**config.mk**
```make
export PLATFORM = sky130hd
export DESIGN_NAME = fifo_param
export DESIGN_NICKNAME = d
export VERILOG_FILES = /design/src/rtl/fifo_pkg.sv /design/src/rtl/fifo_mem.sv /design/src/rtl/fifo_param.sv
export SDC_FILE = /design/constraint.sdc
export NUM_CORES = 1
export LEC_CHECK = 0
export BUFFER_PORTS_ARGS = -buffer_cell sky130_fd_sc_hd__buf_2
export CAP_MARGIN = 20
export CORE_ASPECT_RATIO = 1.2
export CORE_MARGIN = 5
export CORE_UTILIZATION = 30
export DETAILED_ROUTE_END_ITERATION = 10
export GPL_TIMING_DRIVEN = 0
export PLACE_DENSITY = 0.52
export SLEW_MARGIN = 20
export SYNTH_ARGS = -nofsm -noshare
export SYNTH_HDL_FRONTEND = slang
export SYNTH_SLANG_ARGS = --single-unit
```
**constraint.sdc**
```tcl
create_clock -name clk -period 4.4 [get_ports clk]
set_input_delay 0.44 -clock clk [delete_from_list [all_inputs] [get_ports clk]]
set_output_delay 0.44 -clock clk [all_outputs]
set_load 0.01 [all_outputs]
```
**src/rtl/fifo_pkg.sv**
```systemverilog
// Shared types and helpers for the parameterised synchronous FIFO.
package fifo_pkg;

    localparam int DEF_DATA_W    = 8;
    localparam int DEF_DEPTH     = 16;
    localparam int DEF_AF_MARGIN = 2;   // almost_full threshold sits this far below DEPTH
    localparam int DEF_AE_THRESH = 2;

    // Pointer width: index bits plus one wrap bit.
    function automatic int ptr_w(input int depth);
        return $clog2(depth) + 1;
    endfunction

    typedef struct packed {
        logic full;
        logic empty;
        logic almost_full;
        logic almost_empty;
        logic overflow;
        logic underflow;
    } fifo_status_t;

    // Status after reset or flush: empty, nothing pending.
    localparam fifo_status_t STATUS_RST = '{
        full:         1'b0,
        empty:        1'b1,
        almost_full:  1'b0,
        almost_empty: 1'b1,
        overflow:     1'b0,
        underflow:    1'b0
    };

endpackage

```
**src/rtl/fifo_mem.sv**
```systemverilog
// Simple dual-port register array: one synchronous write port, one
// asynchronous read port. Storage is intentionally not reset.
module fifo_mem #(
    parameter int DATA_W = 8,
    parameter int DEPTH  = 16,
    parameter int AW     = $clog2(DEPTH)
) (
    input  logic              clk,
    input  logic              we,
    input  logic [AW-1:0]     waddr,
    input  logic [DATA_W-1:0] wdata,
    input  logic [AW-1:0]     raddr,
    output logic [DATA_W-1:0] rdata
);

    logic [DATA_W-1:0] mem_q [DEPTH];

    // Write port: store the word at the write index on an accepted write.
    always_ff @(posedge clk) begin
        if (we) mem_q[waddr] <= wdata;
    end

    assign rdata = mem_q[raddr];

endmodule

```
**src/rtl/fifo_param.sv**
```systemverilog
// Parameterised synchronous FIFO with occupancy count, programmable
// almost-full/almost-empty, overflow/underflow pulses, synchronous flush and
// selectable registered or first-word-fall-through read.
module fifo_param
    import fifo_pkg::*;
#(
    parameter int DATA_W    = DEF_DATA_W,
    parameter int DEPTH     = DEF_DEPTH,
    parameter int AF_THRESH = DEPTH - DEF_AF_MARGIN,
    parameter int AE_THRESH = DEF_AE_THRESH,
    parameter int FWFT      = 0
) (
    input  logic                       clk,
    input  logic                       rstN,
    input  logic                       clr,
    input  logic                       wr_en,
    input  logic [DATA_W-1:0]          data_in,
    input  logic                       read_en,
    output logic [DATA_W-1:0]          data_out,
    output logic                       empty,
    output logic                       full,
    output logic                       almost_full,
    output logic                       almost_empty,
    output logic [$clog2(DEPTH):0]     count,
    output logic                       overflow,
    output logic                       underflow
);

    localparam int PW = ptr_w(DEPTH);
    localparam int AW = PW - 1;

    localparam logic [PW-1:0] ONE  = PW'(1);
    localparam logic [PW-1:0] AF_C = PW'(AF_THRESH);
    localparam logic [PW-1:0] AE_C = PW'(AE_THRESH);

    logic [PW-1:0]     wr_ptr_q, wr_ptr_d;
    logic [PW-1:0]     rd_ptr_q, rd_ptr_d;
    logic [PW-1:0]     count_q,  count_d;
    fifo_status_t      status_q, status_d;
    logic [DATA_W-1:0] dout_q,   dout_d;

    logic              rd_acc, wr_acc, mem_we;
    logic [DATA_W-1:0] rdata;

    fifo_mem #(
        .DATA_W (DATA_W),
        .DEPTH  (DEPTH),
        .AW     (AW)
    ) u_mem (
        .clk    (clk),
        .we     (mem_we),
        .waddr  (wr_ptr_q[AW-1:0]),
        .wdata  (data_in),
        .raddr  (rd_ptr_q[AW-1:0]),
        .rdata  (rdata)
    );

    // A write into a full FIFO is only taken when a read frees a slot that cycle.
    assign rd_acc = read_en && !status_q.empty;
    assign wr_acc = wr_en && (!status_q.full || rd_acc);
    assign mem_we = wr_acc && !clr;

    // Next-state: pointers, occupancy, flags and registered read data; flush wins.
    always_comb begin
        wr_ptr_d = wr_ptr_q;
        rd_ptr_d = rd_ptr_q;
        count_d  = count_q;
        status_d = status_q;
        dout_d   = dout_q;
        if (clr) begin
            wr_ptr_d = '0;
            rd_ptr_d = '0;
            count_d  = '0;
            status_d = STATUS_RST;
        end else begin
            if (wr_acc) wr_ptr_d = wr_ptr_q + ONE;
            if (rd_acc) rd_ptr_d = rd_ptr_q + ONE;
            case ({wr_acc, rd_acc})
                2'b10:   count_d = count_q + ONE;
                2'b01:   count_d = count_q - ONE;
                default: count_d = count_q;
            endcase
            status_d.empty        = (wr_ptr_d == rd_ptr_d);
            status_d.full         = (wr_ptr_d[AW-1:0] == rd_ptr_d[AW-1:0]) &&
                                    (wr_ptr_d[AW] != rd_ptr_d[AW]);
            status_d.almost_full  = (count_d >= AF_C);
            status_d.almost_empty = (count_d <= AE_C);
            status_d.overflow     = wr_en && !wr_acc;
            status_d.underflow    = read_en && status_q.empty;
            // Async read sees the head before any same-edge write lands.
            if (FWFT == 0 && rd_acc) dout_d = rdata;
        end
    end

    // State registers with asynchronous reset.
    always_ff @(posedge clk or negedge rstN) begin
        if (!rstN) begin
            wr_ptr_q <= '0;
            rd_ptr_q <= '0;
            count_q  <= '0;
            status_q <= STATUS_RST;
            dout_q   <= '0;
        end else begin
            wr_ptr_q <= wr_ptr_d;
            rd_ptr_q <= rd_ptr_d;
            count_q  <= count_d;
            status_q <= status_d;
            dout_q   <= dout_d;
        end
    end

    // FWFT shows the head straight from storage; zero while empty keeps reset clean.
    assign data_out     = (FWFT != 0) ? (status_q.empty ? '0 : rdata) : dout_q;
    assign empty        = status_q.empty;
    assign full         = status_q.full;
    assign almost_full  = status_q.almost_full;
    assign almost_empty = status_q.almost_empty;
    assign overflow     = status_q.overflow;
    assign underflow    = status_q.underflow;
    assign count        = count_q;

endmodule

```
After elaboration in Yosys (flattened, before gate mapping) --
Memories as Yosys holds them, arrays and structs flattened. A register that Yosys moved wholly into a read port is not among the register bits. Cells that the tools add are included.
Storage, ports and cells: flip-flop bits (word level) 21, memory bits (writable) 128, output and inout bits 19, memories 1
Memories:
- u_mem.mem_q | words 16, bits a word 8, rd ports 1, clocked after memory_dff 1, wr ports 1, line fifo_mem.sv:16 | logic [DATA_W-1:0] mem_q [DEPTH];
Cells by class: $add $sub $neg 4, $lt $le $gt $ge 2, equal/unequal tests 5, muxes and demuxes 12, bitwise operators 1, reductions and logical operators 13
Operator list (count):
- two-way mux 5 bit | 8
- adder 5 x 1 -> 5 bit (second input constant) | 3
- one-hot mux 5 bit (2 select lines) | 1
- logical AND 1 bit | 6
- two-way mux 6 bit | 1
- equality test 5 bit | 1
- >= comparator 5 x 4 -> 1 bit (second input constant) | 1
- less-or-equal comparator 5 x 2 -> 1 bit (second input constant) | 1
- zero test 1 bit | 5
- subtractor 5 x 1 -> 5 bit (second input constant) | 1
- equality test 4 bit | 1
- equality test 2 x 1 -> 1 bit (second input constant) | 1
- equality test 2 bit (second input constant) | 1
- two-way mux 1 bit | 2
- AND reduction 2 bit | 1
- logical OR 1 bit | 1
- != test 1 bit | 1
- NOT 1 bit | 1

Logic depth before layout (Yosys ltp) --
Gate-level depths: netlist (run 1).
depth after elaboration 9, gate-level depth with buffers 13, mapped depth without buffers 11

By module --
A second synthesis (run 1) with hierarchy kept.
Unflattened totals: cell total of the unflattened synthesis 358, area, all modules 6531.3 um2
By module, submodules not included:
- fifo_mem | times used 1, cells each 221, area an instance 4987.3 um2
- fifo_param | times used 1, cells each 137, area an instance 1544.0 um2

Worst setup path after synthesis (run 1) --
No wires, ideal clock.
path kind flip-flop to flip-flop, from reg status_q, in the netlist empty, to reg status_q, in the netlist almost_full, arrival 3.318 ns, setup slack 1.004 ns, stages on the path, launching flop included 14, path buffers 2, period minus slack after synthesis 3.396 ns, cell sequence dfstp_2 nand2b_1 buf_6 clkinv_1 o21ai_0 ha_1 clkbuf_1 xor2_1 ha_1 a21oi_1 xor2_1 or4b_1 a311o_1 a21oi_1
RTL lines:
- from (decl) | line fifo_param.sv:39 | fifo_status_t status_q, status_d;
- from (signal assigned) | line fifo_param.sv:107 | status_q <= status_d;

==> summary.md, run 1 <==
| Metric | Value |
|---|---|
| Outcome | finished clean |
| Dominant synthesized flop cell | edfxtp_1 |
| Worst setup margin | 481.2 ps |
| Ys Warns | 0 |
| Initial DRC count | 222 |
| Synth async-reset ratio | 0.1847 |
| Gpl congestion | 0.7952 |
| CP Class | register to register |
| Place WS | 531.1 ps |
| Final antenna-violating net count | 0 |
| Clock Sinks | 157 |
| Pin count of the biggest net entering global routing | 30 |
| HPWL after DPL | 9713 um |
| Die width | 145.9 um |
| Layout cells sized above 1 | 0.2530 |
| Vias in the first global route | 3,472 |
| Final antenna diode count | 0 |
| WL final | 14,380 um |
| DRT Pass-1 Iters | 4 |
| Core ar. | 21,780 um2 |
| Count of different cell masters after synthesis | 48 |
| # placed instances | 665 |
| Max_cap viols | 0 |
| Post-CTS Resized | 0 |
| Vias per cell | 4.885 |
| Unrepaired setup endpoints after global routing | no |
| Grt ovf | 0 |
| Mapped Area | 6648 um2 |
| EDFF count, synth | 128 |
| Worst setup EP type | register |
| Final Hold Viols | 0 |
| Top cell type's share of synthesized area | 0.5782 |
| Min Tclk post-route | 3919 ps |
| Yosys top cell by area | edfxtp_1 |
| CTS Buf Count | 17 |
| Finished Layout Cells | 697 |
| Die Ht | 173.1 um |
| Max FO, Critical Path | 9 |
| Worst hold path class | input port to asynchronous set/reset pin |
| DRC viols | 0 |
| Via count | 3,405 |
| Least-Margin Pin Slew | 867.8 ps |
| Pwr Density | 474.8 nW/um2 |
| Initial Util | 0.3053 |
| Clk root buf | clkbuf_16 |
| Synth Register Bits | 157 |
| Slew margin rel. | 0.4193 |
| Synth top area cells | edfxtp_1, dfrtp_1, mux4_1, mux4_2, nor2_1 |
| R2R Setup Slk | 480 ps |
| Rows | 59 |
| Syn Nets | 382 |
| Sequential element share of the synthesized area | 0.6877 |
| Clock latency on the worst-skew pair | 420 ps |
| Skew final | 6.581 ps |
| Cts hold-fix bufs | 0 |
| Clock-pin slew on the worst setup and hold paths | 60 ps |
| LEAKAGE | 0.002672 uW |
| I/O Pins | 32 |
| IO buf count | 30 |
| Fmax | 255.2 MHz |
| Syn_area_per_cell | 18.41 um2 |
| Setup violators final | 0 |
| CTS H-tree depth | 4 |
| Final slew viol count | 0 |
| Peak VDD IR | 0.0002666 V |
| Worst EP required | 4740 ps |
| P&R area growth vs syn | 17.28% |
| Tcrit/Tclk final | 0.8906 |
| Initial antenna violation count | 0 |
| CTS tree | done |
| Crit path DAT | 4260 ps |
| TNS Setup | 0 ps |
| Die ar. | 25,250 um2 |
| Cells after Synth | 361 |
| Startpoint types | register |
| Post-CTS Setup Bufs | 0 |
| CTS max path bufs | 2 |
| Wire per inst | 20.63 um |
| Nets | 431 |
| Gr usage total | 0.1171 |
| Global-route wire length before repair | 21,840 um |
[flip-flops by register name, indices dropped and copies added (netlist names), 5 cells and up]
| signal | cells |
|---|---|
| data_out | 8 |
| count | 5 |
| u_mem.mem_q | 128 |
| rd_ptr_q | 5 |
| wr_ptr_q | 5 |
[through the flow]
| stage | instance area [um2] | util | total power [uW] | hold WS, ps |
|---|---|---|---|---|
| 3_5_place_dp | 7161 | 0.3288 | 2174 | 494.0 |
| 4_1_cts | 7796 | 0.3580 | 3743 | 55.80 |
| 5_1_grt | 7796 | 0.3580 | 3844 | 110.7 |
| 2_1_floorplan | 6648 | - | 2014 | 144.4 |
| 6_report | 7796 | 0.3580 | 3702 | 43.24 |
| 3_3_place_gp | 7141 | 0.3279 | 2168 | 486.7 |
[path summary, 6_finish.rpt]
check / from / end / depth (start not counted)
min: rstN / overflow$_DFF_PN0_ / 1
min in group clk: read_en / underflow$_DFF_PN0_ / 2
max in group asynchronous: rstN / data_out[6]$_DFFE_PN0P_ / 1
max reg2reg: empty$_DFF_PN1_ / almost_full$_DFF_PN0_ / 13
max: empty$_DFF_PN1_ / almost_full$_DFF_PN0_ / 13
min reg2reg: data_out[0]$_DFFE_PN0P_ / data_out[0]$_DFFE_PN0P_ / 1
[kinds of logic (layout without fill, tap and decap cells)]
| family | count (synthesis) | count (layout) | synth area share |
|---|---|---|---|
| xor gates and xnor gates | 17 | 17 | 0.02240 |
| muxes | 50 | 50 | 0.1651 |
| buffers and inverters | 28 | 90 | 0.02597 |
| DFF | 157 | 157 | 0.6877 |
| and+or+nand+nor | 68 | 68 | 0.05026 |
| AOI/OAI and AO/OA | 33 | 33 | 0.03350 |
| adders and majority gates | 8 | 8 | 0.01506 |
[report_power, final]
part / internal [uW] / switching (uW)
Combinational: 202 / 224
Clock: 959 / 605
Sequential: 1670 / 36.3
Total: 2840 / 866
[critical path, cell delays in order, from the launching register on]
cell      delay [ps]
dfstp_2          540
nand2b_1         120
buf_6            130
clkinv_1         280
o21ai_0          570
ha_1             240
clkbuf_1         330
xor2_1           190
ha_1             210
a21oi_1           60
xor2_1           180
or4b_1           480
a311o_1          340
a21oi_1          150
[cell type report]
cell class	count	area (um2)
Buffer	20	142.6
Clock buffer	17	425.4
Clock inverter	15	210.2
Fill cell	2008	13980
Inverter	8	30.03
Multi-Input combinational cell	176	1923
Sequential cell	157	4572
Tap cell	274	342.8
Timing Repair Buffer	30	150.1
[Yosys cell counts, types with 3 or more instances]
master,n
edfxtp_1,128
dfrtp_1,27
nor2_1,27
mux4_1,20
mux4_2,20
nand2_1,11
xor2_1,10
a21oi_1,9
buf_6,8
ha_1,8
clkbuf_1,7
inv_1,7
xnor2_1,7
nor3_1,6
mux2_2,5
nand2b_1,5
a31oi_1,4
nand4_1,4
o21ai_0,4
buf_2,3
mux2_4,3
nand3_1,3
nor2b_1,3
[layout by cell type, fill, tap and decap left out, types with 9 or more instances in the layout]
cell / instances
edfxtp_1: 128
buf_2: 33
nor2_1: 27
dfrtp_1: 27
mux4_2: 20
mux4_1: 20
clkbuf_16: 17
nand2_1: 11
xor2_1: 10
a21oi_1: 9
[metal layers]
layer | GRT usage | vias to the layer above | share of wire | wire, um
met5 | 0 | - | 0 | 0
met4 | 0.03325 | 0 | 0.0096 | 138
met3 | 0.02958 | 11 | 0.050 | 721
met2 | 0.1926 | 79 | 0.51 | 7294
met1 | 0.1541 | 1762 | 0.43 | 6222
li1 | - | 1553 | - | -
Power figures use the tool's default switching activity.
==> run 2, diff against run 1 <==
- CORE_ASPECT_RATIO: 1.2 -> 1.4
==> run 2 against run 1 <==
Effect of this change: die area rose by 0.12%; register-to-register slack got worse by 60 ps; power fell by 3.8%; clock skew rose by 8.7 ps; combinational power barely moved.
==> summary.md, run 2 (synthesis results as in run 1) <==
| Metric | Value |
|---|---|
| Placed Area | 7189 um2 (+0.40%) |
| CTS max path bufs | 2 (unchanged) |
| Slew margin rel. | 0.4248 (+0.005528) |
| Sequential Power Share | 0.482 (+0.020) |
| CP Class | register to register |
| P_sw | 846.6 uW (-2.3%) |
| Worst r2r path cells | 13 (unchanged) |
| Post-CTS Resized | 0 (unchanged) |
| Min Tclk post-route | 3980 ps (+61.43 ps) |
| Core ar. | 21,860 um2 (+0.39%) |
| Reg with most FFs | u_mem.mem_q |
| Die ar. | 25,280 um2 (+0.12%) |
| Pin count of the biggest net entering global routing | 30 (unchanged) |
| Clock-pin slew on the worst setup and hold paths | 60 ps (about the same) |
| Tcrit/Tclk final | 0.9046 (+0.01396) |
| Setup violators final | 0 (unchanged) |
| Wire per inst | 20.14 um (-2.4%) |
| Cts hold-fix bufs | 0 (unchanged) |
| Final Hold Viols | 0 (unchanged) |
| Met2 GRT Util | 0.2147 (+0.02208) |
| Initial antenna violation count | 0 (unchanged) |
| WL final | 14,500 um (+0.86%) |
| Die Ht | 186.1 um (+7.5%) |
| Initial Util | 0.3041 (-0.001171) |
| Layout cells sized above 1 | 0.2506 (-0.002364) |
| IO buf count | 30 (unchanged) |
| Design area | 7762 um2 (-0.43%) |
| Logic pwr share | 0.120 (+0.005) |
| Sw frac | 0.2376 (+0.003638) |
| Vias per cell | 4.697 (-3.8%) |
| CP max stage delay | 600 ps (+30 ps) |
| CTS H-tree depth | 4 (unchanged) |
| Clock power share | 0.399 (-0.024) |
| Max FO, Critical Path | 9 (unchanged) |
| Worst hold path class | input port to asynchronous set/reset pin |
| DRC viols | 0 (unchanged) |
| Initial DRC count | 208 (-6.3%) |
| Final antenna-violating net count | 0 (unchanged) |
| Max_cap viols | 0 (unchanged) |
| Startpoint types | register |
| CTS tree | done |
| HPWL after DPL | 10,060 um (+3.6%) |
| Final slew viol count | 0 (unchanged) |
| Worst setup EP type | register |
| Nets | 431 (unchanged) |
| Rows | 64 (+8.5%) |
| # fillers | 2,084 (+3.8%) |
| Crit path cell chain | nand2b_1 -> buf_6 -> clkinv_1 -> o21ai_0 -> ha_1 -> clkbuf_1 -> xor2_1 -> ha_1 -> a21oi_1 -> xor2_1 -> or4b_1 -> a311o_1 -> a21oi_1 |
| CTS Buf Count | 17 (unchanged) |
| Largest register FFs | 128 (unchanged) |
| Worst EP required | 4730 ps (about the same) |
| Gr usage total | 0.1209 (+0.003832) |
| Commonest cells after routing, fill and taps aside | edfxtp_1, buf_2, nor2_1, dfrtp_1 |
| Met1 usage | 0.1401 (-0.01409) |
| LEAKAGE | 0.002639 uW (-1.2%) |
| Grt ovf | 0 (unchanged) |
| Fmax | 251.2 MHz (-1.5%) |
| DRT Pass-1 Iters | 5 (+1) |
| Max stage delay cell, worst path | o21ai_0 |
| Pwr Density | 459.0 nW/um2 (-3.3%) |
| Peak VDD IR | 0.0002558 V (-4.0%) |
| Clock Sinks | 157 (unchanged) |
| Gpl congestion | 0.8240 (+3.6%) |
| Unrepaired setup endpoints after global routing | no |
| Post-CTS Setup Bufs | 0 (unchanged) |
| Clk root buf | clkbuf_16 |
| Final antenna diode count | 0 (unchanged) |
| Global-route wire length before repair | 22,060 um (+1.0%) |
| P&R area growth vs syn | 16.77% |
| Vias in the first global route | 3,640 (+4.8%) |
| Met3 GRT Util | 0.02557 (-0.004016) |
| Skew final | 15.30 ps (+8.717 ps) |
| Most Used Layer, Global Route | met2 |
| Int Power | 2716 uW (-4.2%) |
| Clock latency on the worst-skew pair | 420 ps (about the same) |
| TNS Setup | 0 ps (unchanged) |
| Outcome | finished clean |
| I/O Pins | 32 (unchanged) |
| Least-Margin Pin Slew | 859.6 ps (-8.262 ps) |
| Die width | 135.8 um (-6.9%) |
| Via count | 3,382 (-0.68%) |
| Crit path DAT | 4310 ps (+50 ps) |
| Most common cell after layout, fill and taps aside | edfxtp_1 |
## run 2: cell count changes in the layout (fill, tap and decap cells not counted)
cell	previous run	this run
clkinvlp_4	2	3
bufinv_16	4	2
inv_6	4	3
clkinv_4	0	2
clkinv_8	1	0
clkinv_2	1	2
clkinv_1	3	1
clkbuf_1	7	10
inv_8	1	0
## run 2: worst max-delay path, delay by kind of cell (launching register included)
family,cells,cell delay [ps]
buffers and inverters,3,730
adders and majority gates,2,460
and+or+nand+nor,2,620
DFF,1,540
xor gates and xnor gates,2,380
AOI/OAI and AO/OA,4,1160
## run 2: final timing paths
kind                       slack (ps)                       to                     from
max in group asynchronous        3890  data_out[0]$_DFFE_PN0P_                     rstN
max                               420    almost_full$_DFF_PN0_          empty$_DFF_PN1_
max reg2reg                       420    almost_full$_DFF_PN0_          empty$_DFF_PN1_
min reg2reg                       510  data_out[2]$_DFFE_PN0P_  data_out[2]$_DFFE_PN0P_
min                                60    rd_ptr_q[0]$_DFF_PN0_                     rstN
min in group clk                  290      underflow$_DFF_PN0_                  read_en
## run 2: metrics by stage
step	hold WS [ps]	util	power, uW	setup WS [ps]	instances
after global placement	497.3	0.3280	2176	487.4	688
after CTS	68.30	0.3551	3602	357.0	720
after global routing	105.8	0.3551	3697	76.04	720
after detailed placement	498.6	0.3289	2182	402.3	688
after floorplan	144.4	-	2014	1004	361
final	62.22	0.3551	3563	419.8	720
## run 2: layer usage
layer,share of wire,routed length (um),vias to the layer above
li1,-,-,1546
met1,0.40,5782,1742
met2,0.54,7896,78
met3,0.034,499,16
met4,0.022,323,0
met5,0,0,-
## run 2: final cells by class
| type | instances | area [um2] | share of cell area |
|---|---|---|---|
| tap | 297 | 371.6 | 0.04787 |
| clock inverter | 12 | 136.4 | 0.01757 |
| multi-input combinational | 176 | 1923 | 0.2477 |
| clock buffer | 20 | 436.7 | 0.05625 |
| buffer | 20 | 142.6 | 0.01838 |
| timing repair buffer | 30 | 150.1 | 0.01934 |
| inverter | 8 | 30.03 | 0.003868 |
| sequential | 157 | 4572 | 0.5890 |
## run 2: power by group through the flow
| stage | registers, uW | logic (uW) | clock network, uW |
|---|---|---|---|
| 2_1_floorplan | 1760 | 253 | 0 |
| 3_3_place_gp | 1750 | 431 | 0 |
| 3_5_place_dp | 1750 | 435 | 0 |
| 4_1_cts | 1720 | 437 | 1450 |
| 5_1_grt | 1720 | 464 | 1510 |
| 6_report | 1720 | 426 | 1420 |
